**src/rtl/jpeg_rx_pkg.sv**
```systemverilog
// Shared constants, state encodings and helpers for the UART JPEG receive path.
package jpeg_rx_pkg;

    localparam logic [7:0]  MARKER_FF = 8'hFF;
    localparam logic [7:0]  SOI_LO    = 8'hD8;
    localparam logic [7:0]  EOI_LO    = 8'hD9;
    localparam logic [23:0] CNT_MAX   = 24'hFF_FFFF;

    typedef enum logic [2:0] {
        IDLE,
        START,
        DATA,
        STOP,
        WAIT_HIGH
    } rx_state_t;

    typedef enum logic [1:0] {
        HUNT,
        HUNT_FF,
        IMG,
        IMG_FF
    } frm_state_t;

    // Byte counter that sticks at all-ones instead of wrapping.
    function automatic logic [23:0] sat_inc(input logic [23:0] v);
        return (v == CNT_MAX) ? v : v + 24'd1;
    endfunction

endpackage

```
**src/rtl/uart_rx_byte.sv**
```systemverilog
// 8N1 UART byte receiver: two-flop synchronizer, mid-bit sampling FSM,
// one-cycle byte strobe and one-cycle frame-error pulse.
module uart_rx_byte
    import jpeg_rx_pkg::*;
#(
    parameter int CLK_FRE   = 50_000_000,
    parameter int BAUD_RATE = 115200
) (
    input  logic       clk,
    input  logic       rst,
    input  logic       i_uart_rx,
    output logic [7:0] o_byte,
    output logic       o_byte_stb,
    output logic       o_frame_error
);

    localparam int BIT_CYC     = CLK_FRE / BAUD_RATE;
    localparam int CNT_W       = (BIT_CYC > 2) ? $clog2(BIT_CYC) : 1;
    localparam int SYNC_STAGES = 2;
    localparam logic [CNT_W-1:0] HALF_LAST = CNT_W'(BIT_CYC / 2 - 1);
    localparam logic [CNT_W-1:0] FULL_LAST = CNT_W'(BIT_CYC - 1);

    logic [SYNC_STAGES-1:0] r_sync;
    logic                   w_rxs;
    logic                   r_rxs_prev;

    rx_state_t        r_state,   w_state_next;
    logic [CNT_W-1:0] r_cyc_cnt, w_cyc_next;
    logic [2:0]       r_bit_cnt, w_bit_next;
    logic [7:0]       r_shift,   w_shift_next;
    logic             r_byte_stb, w_stb_next;
    logic             r_frame_error, w_ferr_next;

    // Synchronizer chain idles high so reset never looks like a start edge.
    genvar gi;
    generate
        for (gi = 0; gi < SYNC_STAGES; gi++) begin : g_sync
            if (gi == 0) begin : g_first
                always_ff @(posedge clk) begin
                    if (rst) r_sync[gi] <= 1'b1;
                    else     r_sync[gi] <= i_uart_rx;
                end
            end else begin : g_rest
                always_ff @(posedge clk) begin
                    if (rst) r_sync[gi] <= 1'b1;
                    else     r_sync[gi] <= r_sync[gi-1];
                end
            end
        end
    endgenerate

    assign w_rxs = r_sync[SYNC_STAGES-1];

    always_ff @(posedge clk) begin
        if (rst) begin
            r_rxs_prev    <= 1'b1;
            r_state       <= IDLE;
            r_cyc_cnt     <= '0;
            r_bit_cnt     <= '0;
            r_shift       <= '0;
            r_byte_stb    <= 1'b0;
            r_frame_error <= 1'b0;
        end else begin
            r_rxs_prev    <= w_rxs;
            r_state       <= w_state_next;
            r_cyc_cnt     <= w_cyc_next;
            r_bit_cnt     <= w_bit_next;
            r_shift       <= w_shift_next;
            r_byte_stb    <= w_stb_next;
            r_frame_error <= w_ferr_next;
        end
    end

    always_comb begin
        w_state_next = r_state;
        w_cyc_next   = r_cyc_cnt;
        w_bit_next   = r_bit_cnt;
        w_shift_next = r_shift;
        w_stb_next   = 1'b0;
        w_ferr_next  = 1'b0;
        case (r_state)
            IDLE: begin
                w_cyc_next = '0;
                w_bit_next = '0;
                if (r_rxs_prev && !w_rxs) w_state_next = START;
            end
            START: begin
                // Re-check the line half a bit in to reject short glitches.
                if (r_cyc_cnt == HALF_LAST) begin
                    w_cyc_next   = '0;
                    w_state_next = w_rxs ? IDLE : DATA;
                end else begin
                    w_cyc_next = r_cyc_cnt + 1'b1;
                end
            end
            DATA: begin
                if (r_cyc_cnt == FULL_LAST) begin
                    w_cyc_next   = '0;
                    w_shift_next = {w_rxs, r_shift[7:1]};
                    w_bit_next   = r_bit_cnt + 3'd1;
                    if (r_bit_cnt == 3'd7) w_state_next = STOP;
                end else begin
                    w_cyc_next = r_cyc_cnt + 1'b1;
                end
            end
            STOP: begin
                if (r_cyc_cnt == FULL_LAST) begin
                    w_cyc_next = '0;
                    if (w_rxs) begin
                        w_stb_next   = 1'b1;
                        w_state_next = IDLE;
                    end else begin
                        w_ferr_next  = 1'b1;
                        w_state_next = WAIT_HIGH;
                    end
                end else begin
                    w_cyc_next = r_cyc_cnt + 1'b1;
                end
            end
            WAIT_HIGH: begin
                if (w_rxs) w_state_next = IDLE;
            end
            default: w_state_next = IDLE;
        endcase
    end

    assign o_byte        = r_shift;
    assign o_byte_stb    = r_byte_stb;
    assign o_frame_error = r_frame_error;

endmodule

```
**src/rtl/uart_jpeg_rx.sv**
```systemverilog
// UART JPEG receiver: recovers bytes from the serial line and forwards
// everything from SOI (FF D8) through EOI (FF D9) with a last flag on D9.
module uart_jpeg_rx
    import jpeg_rx_pkg::*;
#(
    parameter int CLK_FRE   = 50_000_000,
    parameter int BAUD_RATE = 115200
) (
    input  logic        clk,
    input  logic        rst,
    input  logic        uart_rx,
    output logic [7:0]  recv_data,
    output logic        recv_data_vaild,
    output logic        recv_data_last,
    output logic [23:0] recv_byte_cnt,
    output logic        jpeg_active,
    output logic        frame_error
);

    logic [7:0] w_byte;
    logic       w_byte_stb;
    logic       w_frame_error;

    uart_rx_byte #(
        .CLK_FRE   (CLK_FRE),
        .BAUD_RATE (BAUD_RATE)
    ) u_rx (
        .clk           (clk),
        .rst           (rst),
        .i_uart_rx     (uart_rx),
        .o_byte        (w_byte),
        .o_byte_stb    (w_byte_stb),
        .o_frame_error (w_frame_error)
    );

    frm_state_t  r_frm_state, w_frm_next;
    logic [7:0]  r_data,      w_data_next;
    logic        r_valid,     w_valid_next;
    logic        r_last,      w_last_next;
    logic [23:0] r_cnt,       w_cnt_next;
    logic        r_active,    w_active_next;
    logic        r_soi_pend,  w_pend_next;

    always_ff @(posedge clk) begin
        if (rst) begin
            r_frm_state <= HUNT;
            r_data      <= '0;
            r_valid     <= 1'b0;
            r_last      <= 1'b0;
            r_cnt       <= '0;
            r_active    <= 1'b0;
            r_soi_pend  <= 1'b0;
        end else begin
            r_frm_state <= w_frm_next;
            r_data      <= w_data_next;
            r_valid     <= w_valid_next;
            r_last      <= w_last_next;
            r_cnt       <= w_cnt_next;
            r_active    <= w_active_next;
            r_soi_pend  <= w_pend_next;
        end
    end

    always_comb begin
        w_frm_next    = r_frm_state;
        w_data_next   = r_data;
        w_valid_next  = 1'b0;
        w_last_next   = 1'b0;
        w_cnt_next    = r_cnt;
        w_active_next = r_active;
        w_pend_next   = 1'b0;

        // Image ends the cycle after its D9 has been presented.
        if (r_last) w_active_next = 1'b0;

        // Second half of the SOI replay; strobes are far apart so this is free.
        if (r_soi_pend) begin
            w_data_next  = SOI_LO;
            w_valid_next = 1'b1;
            w_cnt_next   = sat_inc(r_cnt);
        end

        if (w_frame_error) begin
            if (r_frm_state == IMG || r_frm_state == IMG_FF) begin
                w_frm_next    = HUNT;
                w_active_next = 1'b0;
            end
        end else if (w_byte_stb) begin
            case (r_frm_state)
                HUNT: begin
                    if (w_byte == MARKER_FF) w_frm_next = HUNT_FF;
                end
                HUNT_FF: begin
                    if (w_byte == SOI_LO) begin
                        w_frm_next    = IMG;
                        w_active_next = 1'b1;
                        w_data_next   = MARKER_FF;
                        w_valid_next  = 1'b1;
                        w_cnt_next    = 24'd1;
                        w_pend_next   = 1'b1;
                    end else if (w_byte != MARKER_FF) begin
                        w_frm_next = HUNT;
                    end
                end
                IMG: begin
                    w_data_next  = w_byte;
                    w_valid_next = 1'b1;
                    w_cnt_next   = sat_inc(r_cnt);
                    if (w_byte == MARKER_FF) w_frm_next = IMG_FF;
                end
                IMG_FF: begin
                    w_data_next  = w_byte;
                    w_valid_next = 1'b1;
                    w_cnt_next   = sat_inc(r_cnt);
                    if (w_byte == EOI_LO) begin
                        w_last_next = 1'b1;
                        w_frm_next  = HUNT;
                    end else if (w_byte != MARKER_FF) begin
                        w_frm_next = IMG;
                    end
                end
                default: w_frm_next = HUNT;
            endcase
        end
    end

    assign recv_data       = r_data;
    assign recv_data_vaild = r_valid;
    assign recv_data_last  = r_last;
    assign recv_byte_cnt   = r_cnt;
    assign jpeg_active     = r_active;
    assign frame_error     = w_frame_error;

endmodule

```
**config.mk**
```make
export PLATFORM = sky130hd
export DESIGN_NAME = uart_jpeg_rx
export DESIGN_NICKNAME = d
export VERILOG_FILES = /design/src/rtl/jpeg_rx_pkg.sv /design/src/rtl/uart_rx_byte.sv /design/src/rtl/uart_jpeg_rx.sv
export SDC_FILE = /design/constraint.sdc
export NUM_CORES = 1
export LEC_CHECK = 0
export BUFFER_PORTS_ARGS = -buffer_cell sky130_fd_sc_hd__buf_2
export CORE_MARGIN = 1.5
export CORE_UTILIZATION = 52
export CTS_CLUSTER_SIZE = 25
export DETAILED_ROUTE_END_ITERATION = 8
export PLACE_DENSITY = 0.77
export SLEW_MARGIN = 20
export SYNTH_ARGS = -nofsm -noshare
export SYNTH_HDL_FRONTEND = slang
export SYNTH_SLANG_ARGS = --single-unit
```
**constraint.sdc**
```tcl
create_clock -name clk -period 2.1 [get_ports clk]
set_input_delay 0 -clock clk [delete_from_list [all_inputs] [get_ports clk]]
set_output_delay 0 -clock clk [all_outputs]
set_load 0.005 [all_outputs]
```
==> reports/metrics.cfg, run 1 <==
[outcome]
outcome=complete, no violations

[setup_path]
worstReg2RegEnd=recv_byte_cnt[18]
timing.critical_path.cells=ha_4 > nand4_1 > or4_4 > a31o_1 > or3_1 > or3_4 > a21oi_2
setup.worst_path.class=reg2reg
critical_path.reg2reg.startpoint=recv_byte_cnt[0]
cp_max_fo=3
worstPathArrival_ns=2.34
rrSetupSlack_ns=0.04
critical_path.startpoint_type=flop
critical_path.slowest_cell=or4_4
critPathMaxStageDelay_ns=0.43
cp-end-kind=flop
data_required_time_of_the_worst_path_ns=2.38
ff2ff_path_depth=7

[yosys]
dominantRegCellSynth=dfxtp_1
synth-simple-area-share_pct=28.63
synth_enable_flop_cells=0
post_synthesis_cells=364
netlist_area_before_placement_sq_mm=0.003077
ys_types=55
synth_seq_area_share_pct=42.94
avgSynthCellArea_sq_um=8.452
synthesis.nets=373
async_flop_share_pct=0
yosys-mux-area-fraction_pct=2.969
synth_compound_area_share_pct=19.24
synth_xor_area_share_pct=1.423
synth_warnings=0
synth.ff_latch_count=66
dominant_combinational_cell_family_by_area_after_synthesis=simple AND/OR/NAND/NOR gates
yosys.area_share.adder_pct=2.440

[power]
pwr-share-comb_pct=2.2
pwr_density_cell_mw_per_mm2=596.7
power.net_switching_uw=491.8
power.share.switching_pct=21.06
power.static_leakage_uw=0.001555
internal_power_uw=1844
clock_power_share_pct=43.9
power_frac_seq_pct=53.9
ir_worst_vdd_mv=0.3967

[die]
fp.dieH_microns=79.92
floorplan.initialDensity_pct=54.86
num_io_pins=39
num_rows=27
floorplan.die_area_sq_mm=0.006387
design.core.area_sq_mm=0.005608
die_wd_microns=79.92

[routing]
drtPass1Iterations=5
post_drt_via_cell_ratio=5.933
route.antenna.remaining_nets=0
drc_markers=0
sum_of_routed_wire_length_over_all_layers_microns=7803
detailroute.via_count=3103
drt_iter0_markers=313
average_wire_per_cell_in_the_routed_design_microns=14.92

[layout]
nNetsFinal=456
drive_above_1_share_pct=29.93
multi_input_comb_area_sq_mm=0.001732
num_antenna_cells=0
instances_no_fill=523
layout.filler_cells=462
sequential_area_sq_mm=0.001335
post-route-util_pct=69.79
syn2layout_area_growth_pct=27.21

[grt]
gr-total-overflow=0
vias_in_the_first_global_route=2859
grt_antenna_before_repair=0
grt_max_degree=38
grt.total_usage_pct=25.56
grt_pass1_wl_microns=12680

[sta]
worst_hold_slack_after_final_layout_ns=0.1692
slew_headroom_pct=70.42
timing.fmax_ghz=0.4854
final.setup_skew_ns=0.004668
tightestPinTransition_ns=0.4431
final_min_period_over_clock_period_pct=98.11
setup_viol_count_final=0
final_max_slew_viols=0
post-route-min-period_ns=2.060
report.final.hold_viol_count=0
grt_setup_unrepaired=true

[min_path]
timing.hold.worst.start=rst
timing.hold.worst_path_depth=3
hp-class=in2reg
min_to=u_rx.r_cyc_cnt[7]

[placed_design]
globalplace.congestion=0.9085
post-dp-hpwl_microns=5443
placedCellCount=505
place.port_buffers=38

[cts]
cts.path.max_buffers=2
tritoncts=built
clock_sinks=66
clockRootBuffer=clkbuf_8
htree_levels=3
clkLatencyLatePin_ns=0.34
clkTransAtPathRegs_ns=0.07
tritoncts.num_buffers=9

[flow_run]
max_cap_check_violation_count=0

## area by class of cell
type | instances | share of cell area, %
repair buffers | 85 | 14.03
inverters | 6 | 0.5754
flip-flops and latches | 66 | 34.11
multi-input cells | 279 | 44.25
well taps | 72 | 2.302
clock buffers | 12 | 3.708
clock inverters | 3 | 1.023
## per-stage QoR
step / setup TNS (ns) / area [sq um] / total power (uW) / setup slack (ns)
2_1_floorplan: 0 / 3079 / 1319 / 0.00006262
3_3_place_gp: 0 / 3640 / 1335 / 0.06180
3_5_place_dp: 0 / 3640 / 1336 / 0.02412
4_1_cts: 0 / 3835 / 2348 / 0.008956
5_1_grt: -0.02994 / 3914 / 2416 / -0.01651
6_report: 0 / 3914 / 2335 / 0.03966
## sequential cells by signal, indices dropped and copies added, names as in the netlist, 2 cells and up
signal / flops
recv_data: 8
u_rx.o_byte: 8
u_rx.r_bit_cnt: 3
r_frm_state: 2
u_rx.r_cyc_cnt: 9
recv_byte_cnt: 24
u_rx.r_state: 3
## cell usage in the layout, fill, tap and decap left out, types with 8 or more instances in the layout
| cell | instances |
|---|---|
| dfxtp_1 | 55 |
| buf_4 | 45 |
| nor2_1 | 38 |
| buf_2 | 38 |
| nand2_1 | 37 |
| a21oi_1 | 33 |
| nand3_1 | 21 |
| o21ai_0 | 18 |
| dfxtp_2 | 11 |
| nor3_1 | 10 |
| clkbuf_8 | 10 |
| nand4_1 | 9 |
| a31oi_1 | 9 |
| mux2i_1 | 8 |
## cells by family after synthesis
family / count (synthesis)
buffers and inverters: 19
multiplexers: 9
AND/OR/NAND/NOR: 166
XOR/XNOR: 5
AO/OA/AOI/OAI: 93
adder cells (fa/ha/maj): 6
flip-flops: 66
## power groups by stage
stage	combinational [uW]	clock, uW	sequential, uW
final	51.1	1020	1260
after global placement	47.4	0	1290
after global routing	56.2	1100	1260
after detailed placement	48.3	0	1290
after CTS	49.8	1040	1260
after floorplan	33.8	0	1290
## synth_stat cells (all sizes together), types with 2 or more instances
cell    number  area (sq um)
dfxtp       66          1321
nor2        39         146.4
nand2       37         138.9
a21oi       35         178.9
nand3       22         110.1
o21ai       18         90.09
clkbuf      12         45.04
nand4       10         68.81
nor3        10         50.05
a31oi        9         56.30
or3          9         58.80
mux2i        8         80.08
ha           6         75.07
and3         5         31.28
and4         5         45.04
inv          5         18.77
nor2b        5         31.28
nor4b        5         50.04
a21o         4         30.03
o211ai       4         30.03
o221a        4         45.04
or4          4         31.28
a311oi       3         26.28
nand3b       3         22.52
nand4b       3         26.28
o31ai        3         27.52
or2          3         18.77
xnor2        3         26.28
a211oi       2         15.01
a31o         2         17.52
a32oi        2         17.52
nand2b       2         12.51
xor2         2         17.52
## per-layer routing
metal,vias up,wire length [microns],GRT usage (%)
met5,-,0,0
met4,0,126,8.793
met3,13,401,6.057
met2,79,3740,42.94
met1,1492,3534,31.85
li1,1519,-,-
## worst max path at each step
stage / endpoint / cells past startpoint / startpoint / slack [ns]
after floorplan: recv_byte_cnt[18] / 6 / recv_byte_cnt[4] / 0.00006
after global placement: recv_byte_cnt[18] / 7 / recv_byte_cnt[0] / 0.06
after detailed placement: u_rx.r_state[0] / 7 / u_rx.r_cyc_cnt[0] / 0.02
after CTS: u_rx.r_state[0] / 7 / u_rx.r_cyc_cnt[0] / 0.009
after global routing: u_rx.r_state[0] / 7 / u_rx.r_cyc_cnt[0] / -0.02
final: recv_byte_cnt[18] / 7 / recv_byte_cnt[0] / 0.04
## critical path: cells and delay by family (launching register included)
kind	cells	cell delay, ns
AND/OR/NAND/NOR	4	1.17
adder cells (fa/ha/maj)	1	0.13
AO/OA/AOI/OAI	2	0.35
flip-flops	1	0.35
## timing repair
item                       CTS  global route
hold endpoints to repair     1             0
hold buffers                 1             0
setup buffers                0             2
resized for setup            0            21
setup endpoints to repair    0            12
(Power assumes the default switching activity.)
==> run 2, diff against run 1 <==
--- a/config.mk
+++ b/config.mk
@@ -7,10 +7,11 @@
 export LEC_CHECK = 0
 export BUFFER_PORTS_ARGS = -buffer_cell sky130_fd_sc_hd__buf_2
 export CORE_MARGIN = 1.5
-export CORE_UTILIZATION = 52
+export CORE_UTILIZATION = 54
+export CTS_BUF_LIST = sky130_fd_sc_hd__clkbuf_8
 export CTS_CLUSTER_SIZE = 25
 export DETAILED_ROUTE_END_ITERATION = 8
-export PLACE_DENSITY = 0.77
+export PLACE_DENSITY = 0.79
 export SLEW_MARGIN = 20
 export SYNTH_ARGS = -nofsm -noshare
 export SYNTH_HDL_FRONTEND = slang
==> run 2 against run 1 <==
  * Final cell count decreased by 0.19%
  * Critical path depth is 1 lower
  * Critical endpoint unchanged
  * Largest cell class unchanged
  * Clock skew rose by 0.0069 ns
  * Utilization up 0.56 points
  * Register-to-register slack worse by 0.02 ns
  * Largest power group unchanged
==> reports/metrics.cfg, run 2 (synthesized netlist as in run 1, its figures left out) <==
[setup_path]
data_required_time_of_the_worst_path_ns=2.38  ; about the same
rrSetupSlack_ns=0.02  ; -0.02 ns
cp-end-kind=flop
setup.worst_path.class=reg2reg
cp_max_fo=3  ; unchanged
critical_path.startpoint_type=flop
ff2ff_path_depth=6  ; -1
worstPathArrival_ns=2.36  ; +0.02 ns

[cts]
clkTransAtPathRegs_ns=0.07  ; about the same
tritoncts.num_buffers=9  ; unchanged
clockRootBuffer=clkbuf_8
tritoncts=built
clkLatencyLatePin_ns=0.34  ; about the same
cts.path.max_buffers=2  ; unchanged
clock_sinks=66  ; unchanged
htree_levels=3  ; unchanged

[die]
num_rows=27  ; unchanged
design.core.area_sq_mm=0.005507  ; -1.8%
fp.dieH_microns=78.48  ; -1.8%
die_wd_microns=78.48  ; -1.8%
floorplan.initialDensity_pct=55.87  ; +1.0 points
floorplan.die_area_sq_mm=0.006159  ; -3.6%
num_io_pins=39  ; unchanged

[sta]
final.setup_skew_ns=0.01156  ; +0.006894 ns
setup_viol_count_final=0  ; unchanged
final_max_slew_viols=0  ; unchanged
final_min_period_over_clock_period_pct=98.96  ; +0.85 points
slew_headroom_pct=68.19  ; -2.2 points
setup_slack_of_the_critical_path_after_layout_ns=0.02175  ; -0.01792 ns
tightestPinTransition_ns=0.4765  ; +0.03345 ns
timing.fmax_ghz=0.4812  ; -0.86%
report.final.hold_viol_count=0  ; unchanged
finalSetupTns_ns=0  ; unchanged
post-route-min-period_ns=2.078  ; +0.01792 ns
grt_setup_unrepaired=true

[layout]
largest_register_ffs=24  ; unchanged
num_antenna_cells=0  ; unchanged
layout.cells.most_common=dfxtp_1
layout_common_cells=dfxtp_1, buf_4, nor2_1, buf_2, nand2_1
finalInstanceArea_sq_mm=0.003874  ; -1.0%
instances_no_fill=522  ; -0.19%
nNetsFinal=454  ; -0.44%
syn2layout_area_growth_pct=25.90
layout.filler_cells=427  ; -7.6%
drive_above_1_share_pct=28.67  ; -1.3 points

[routing]
sum_of_routed_wire_length_over_all_layers_microns=7921  ; +1.5%
average_wire_per_cell_in_the_routed_design_microns=15.17  ; +1.7%
post_drt_via_cell_ratio=6.013  ; +1.4%
route.antenna.remaining_nets=0  ; unchanged
detailroute.via_count=3139  ; +1.2%
drt_iter0_markers=443  ; +42%
drtPass1Iterations=5  ; unchanged
drc_markers=0  ; unchanged

[grt]
grt_antenna_before_repair=0  ; unchanged
grt_max_degree=38  ; unchanged
grt.total_usage_pct=27.50  ; +1.9 points
gr-total-overflow=0  ; unchanged
grt_pass1_wl_microns=13440  ; +6.0%
vias_in_the_first_global_route=2865  ; +0.21%

[placed_design]
place_area_sq_mm=0.003625  ; -0.41%
placedCellCount=503  ; -0.40%
globalplace.congestion=0.9338  ; +2.8%
place.port_buffers=38  ; unchanged
preCtsSetupSlack_ns=-0.03263  ; -0.05676 ns
post-dp-hpwl_microns=5493  ; +0.92%

[power]
power.static_leakage_uw=0.001532  ; -1.5%
ir_worst_vdd_mv=0.4189  ; +5.6%
pwr_density_cell_mw_per_mm2=588.7  ; -1.3%

[min_path]
timing.hold.worst_path_depth=3  ; unchanged
hp-class=in2reg

[flow_run]
max_cap_check_violation_count=0  ; unchanged

[outcome]
outcome=complete, no violations

## run 2: changes by cell type in the layout (fill, tap and decap cells not counted), sizes merged
| cell | before | now |
|---|---|---|
| clkbuf | 12 | 11 |
| clkinvlp | 0 | 1 |
| inv | 5 | 6 |
| bufinv | 1 | 0 |
| buf | 84 | 82 |
| clkinv | 3 | 4 |
## run 2: area by class of cell
class / instances / area, sq um / area share, %
tap: 72 / 90.09 / 2.326
timing repair buffer: 83 / 534.3 / 13.79
clock inverter: 5 / 30.03 / 0.7752
clock buffer: 11 / 151.4 / 3.908
inverter: 6 / 22.52 / 0.5814
sequential: 66 / 1329 / 34.30
multi-input combinational: 279 / 1717 / 44.32
## run 2: worst max-delay path, stage by stage, from the launching register on
cell	delay, ns
dfxtp_1	0.35
nand3_1	0.13
or4_4	0.56
a31o_1	0.22
or3_1	0.31
or3_1	0.31
a21oi_1	0.13
## run 2: what timing repair did
action,in CTS,in global routing
endpoints found under the setup margin,2,15
endpoints found under the hold margin,1,0
setup buffers,1,1
pin swaps,4,4
gates resized for setup,6,9
hold buffers,1,0
## run 2: worst paths after layout
kind / endpoint / from
setup / recovery: recv_byte_cnt[18] / recv_byte_cnt[10]
hold / removal: u_rx.r_cyc_cnt[7] / rst
setup reg to reg: recv_byte_cnt[18] / recv_byte_cnt[10]
hold reg to reg: u_rx.w_rxs / u_rx.r_sync[0]
## run 2: where the power goes
part	switching (uW)	total [uW]	internal, uW
clock network	485	971	486
registers	4.79	1260	1250
logic	33.5	51.6	18.0
## run 2: metrics by stage
step	util, %	power, uW	hold WS, ns
4_1_cts	69.76	2292	0.1692
3_3_place_gp	65.83	1335	0.1870
2_1_floorplan	-	1319	0.1038
5_1_grt	70.35	2352	0.1856
6_report	70.35	2281	0.1751
3_5_place_dp	65.83	1336	0.1883
## run 2: layer usage
layer | wire, microns | part of all wire (%) | vias to the layer above | GRT usage [%]
met5 | 0 | 0 | - | 0
met4 | 179 | 2.3 | 0 | 13.21
met3 | 376 | 4.7 | 18 | 4.302
met2 | 3881 | 49 | 116 | 44.61
met1 | 3484 | 44 | 1484 | 35.67
li1 | - | - | 1521 | -
==> run 3, diff against run 2 <==
--- a/config.mk
+++ b/config.mk
@@ -11,8 +11,10 @@
 export CTS_BUF_LIST = sky130_fd_sc_hd__clkbuf_8
 export CTS_CLUSTER_SIZE = 25
 export DETAILED_ROUTE_END_ITERATION = 8
+export MAX_ROUTING_LAYER = met4
 export PLACE_DENSITY = 0.79
 export SLEW_MARGIN = 20
 export SYNTH_ARGS = -nofsm -noshare
 export SYNTH_HDL_FRONTEND = slang
+export SYNTH_HIERARCHICAL = 1
 export SYNTH_SLANG_ARGS = --single-unit
==> run 3 against run 2 <==
  * Sequential power increased by 4%
  * Final cell count increased by 5.2%
  * Synthesized cell count increased by 9.1%
  * Clock skew decreased by 0.0027 ns
  * Non-clock buffer count decreased by 1
  * Critical endpoint is now recv_byte_cnt[21]
==> reports/metrics.cfg, run 3 <==
[setup_path]
path_depth=5  ; -1
ff2ff_path_depth=5  ; -1
cp_max_fo=8  ; +5
path_buf_inv=0  ; unchanged
timing.critical_path.cells=or4b_4 > or4_4 > and2_4 > o31ai_4 > a21oi_1
cp-end-kind=flop
worstPathArrival_ns=2.33  ; -0.03 ns
top_family_by_delay_on_critical_path=simple AND/OR/NAND/NOR gates
critical_path.slowest_cell=or4b_4
critical_path.startpoint_type=flop
critPathMaxStageDelay_ns=0.58  ; +0.02 ns
setup.worst_path.class=reg2reg
rrSetupSlack_ns=0.009  ; about the same
data_required_time_of_the_worst_path_ns=2.33  ; -0.05 ns

[yosys]
synth_enable_flop_cells=0  ; unchanged
netlist_area_before_placement_sq_mm=0.003351  ; +8.9%
avgSynthCellArea_sq_um=8.440  ; -0.15%
synth.largest_area_cell=dfxtp_1
synth_common_cells=dfxtp_1, nor2_1, a21oi_1, nand2_1, o21ai_0
post_synthesis_cells=397  ; +9.1%
post-synth-top-count-cell=dfxtp_1
synth_seq_area_share_pct=39.43  ; -3.5 points
synth_top_cells_by_area=dfxtp_1, a21oi_1, nor2_1
synth_warnings=6  ; +6
async_flop_share_pct=0  ; unchanged
dominantRegCellSynth=dfxtp_1
ys_types=65  ; +18%
synth_top_area_share_pct=39.43  ; -3.5 points
synth.ff_latch_count=66  ; unchanged
synthesis.nets=406  ; +8.8%

[sta]
report.final.hold_viol_count=0  ; unchanged
slew_headroom_pct=49.97  ; -18 points
setup_viol_count_final=0  ; unchanged
final_max_slew_viols=0  ; unchanged
timing.fmax_ghz=0.4782  ; -0.61%
tightestPinTransition_ns=0.7472  ; +0.2706 ns
setup_slack_of_the_critical_path_after_layout_ns=0.009002  ; -0.01274 ns
grt_setup_unrepaired=true
final_min_period_over_clock_period_pct=99.57  ; +0.61 points
final.setup_skew_ns=0.008890  ; -0.002671 ns
post-route-min-period_ns=2.091  ; +0.01274 ns

[grt]
gr-usage-met3_pct=6.889  ; +2.6 points
vias_in_the_first_global_route=3044  ; +6.2%
grt.total_usage_pct=27.76  ; +0.26 points
gr-total-overflow=0  ; unchanged
global_route.usage.met2_pct=44.10  ; -0.51 points
grt_max_degree=43  ; +13%
grt_antenna_before_repair=0  ; unchanged
globalRouteMet1Util_pct=32.72  ; -3.0 points
grt_pass1_wl_microns=13860  ; +3.1%
global_route.peak_usage_layer=met2

[routing]
drtPass1Iterations=5  ; unchanged
sum_of_routed_wire_length_over_all_layers_microns=8517  ; +7.5%
average_wire_per_cell_in_the_routed_design_microns=15.51  ; +2.2%
detailroute.via_count=3333  ; +6.2%
drc_markers=0  ; unchanged
drt_iter0_markers=277  ; -37%
post_drt_via_cell_ratio=6.071  ; +0.96%
route.antenna.remaining_nets=0  ; unchanged

[min_path]
timing.hold.worst_path_depth=4  ; +1
hp-class=in2reg

[layout]
syn2layout_area_growth_pct=23.45
layout.filler_cells=480  ; +12%
nNetsFinal=478  ; +5.3%
instances_no_fill=549  ; +5.2%
drive_above_1_share_pct=26.58  ; -2.1 points
largest_register_ffs=24  ; unchanged
layout.cells.most_common=dfxtp_1
layout_common_cells=dfxtp_1, buf_4, nor2_1, buf_2, nand2_1
num_antenna_cells=0  ; unchanged
finalInstanceArea_sq_mm=0.004136  ; +6.8%

[die]
num_io_pins=39  ; unchanged
fp.dieH_microns=81.77  ; +4.2%
floorplan.initialDensity_pct=56.26  ; +0.39 points
design.core.area_sq_mm=0.005956  ; +8.2%
floorplan.die_area_sq_mm=0.006686  ; +8.6%
num_rows=28  ; +3.7%
die_wd_microns=81.77  ; +4.2%

[power]
ir_worst_vdd_mv=0.4006  ; -4.4%
power_frac_seq_pct=50.3  ; -4.9 points
power.static_leakage_uw=0.001567  ; +2.3%
clock_power_share_pct=41.7  ; -0.9 points
p_total_uw=2595  ; +14%
power.share.switching_pct=25.00  ; +2.1 points
internal_power_uw=1946  ; +11%
pwr-share-comb_pct=8.0  ; +5.7 points
pwr_density_cell_mw_per_mm2=627.3  ; +6.6%
power.net_switching_uw=648.7  ; +24%

[flow_run]
max_cap_check_violation_count=0  ; unchanged

[placed_design]
globalplace.congestion=0.9583  ; +2.6%
placedCellCount=532  ; +5.8%
place.port_buffers=38  ; unchanged
preCtsSetupSlack_ns=-0.004191  ; +0.02844 ns
place_area_sq_mm=0.003876  ; +6.9%
post-dp-hpwl_microns=6016  ; +9.5%

[outcome]
outcome=complete, no violations

[cts]
clockRootBuffer=clkbuf_8
htree_levels=3  ; unchanged
tritoncts.num_buffers=9  ; unchanged
cts.path.max_buffers=2  ; unchanged
clkTransAtPathRegs_ns=0.07  ; about the same
postCtsSetupRepairBufs=0  ; -1
clkLatencyLatePin_ns=0.35  ; about the same
clock_sinks=66  ; unchanged
tritoncts=built

## run 3: cell types whose count changed after synthesis, moves of 4 or more
cell      delta
or3_1        -6
nor4_1       +5
nor3_1       -4
buf_2        +5
o21ai_0      +5
o221a_2      -4
nand3_1      -5
nand2b_1     +5
nand4_1      +7
inv_1        +7
## run 3: kinds of logic after synthesis
group           synth area share [%]
fa+ha+maj                      2.240
mux                            2.987
compound gates                 21.29
buf+inv                        4.406
xor+xnor                       1.830
flops                          39.43
simple gates                   27.82
## run 3: through the flow
step,hold slack [ns],util [%],TNS [ns]
2_1_floorplan,0.1038,-,0
3_3_place_gp,0.1882,65.00,0
3_5_place_dp,0.1932,65.08,-0.007335
4_1_cts,0.09688,68.72,0
5_1_grt,0.1285,69.45,-0.06156
6_report,0.1115,69.45,0
## run 3: final timing paths
kind / from / to
worst max-delay path: u_rx/o_byte[2] / recv_byte_cnt[21]
worst max register to register: u_rx/o_byte[2] / recv_byte_cnt[21]
worst min-delay path: rst / recv_byte_cnt[13]
worst min register to register: u_rx/r_sync[0] / u_rx/w_rxs
## run 3: power by group through the flow
stage	clock [uW]	sequential, uW	combinational (uW)
after floorplan	0	1320	170
final	1080	1310	206
after global placement	0	1330	196
after detailed placement	0	1330	202
after global routing	1160	1310	230
after CTS	1100	1310	207
## run 3: metal layers
| layer | wire (microns) | vias to the layer above |
|---|---|---|
| li1 | - | 1618 |
| met1 | 3631 | 1573 |
| met2 | 4188 | 119 |
| met3 | 490 | 23 |
| met4 | 206 | 0 |
| met5 | 0 | - |
## run 3: final cells by class
class	count	area (sq um)	share of cell area [%]
repair buffers	82	535.5	12.95
clock inverters	6	66.31	1.603
flip-flops and latches	66	1323	31.97
clock buffers	10	137.6	3.327
inverters	12	45.04	1.089
multi-input cells	298	1936	46.79
well taps	75	93.84	2.269
## run 3: tightest hold or removal path: cells and delay by family
| kind | cells | cell delay [ns] |
|---|---|---|
| buffers and inverters | 1 | 0.13 |
| and+or+nand+nor | 3 | 0.27 |
## run 3: repair_timing
action | in CTS | in global routing
endpoints found under the hold margin | 1 | 0
gates cloned | 0 | 0
hold buffers | 1 | 0
setup endpoints to repair | 6 | 14
gates resized for setup | 1 | 9
pin swaps | 0 | 1
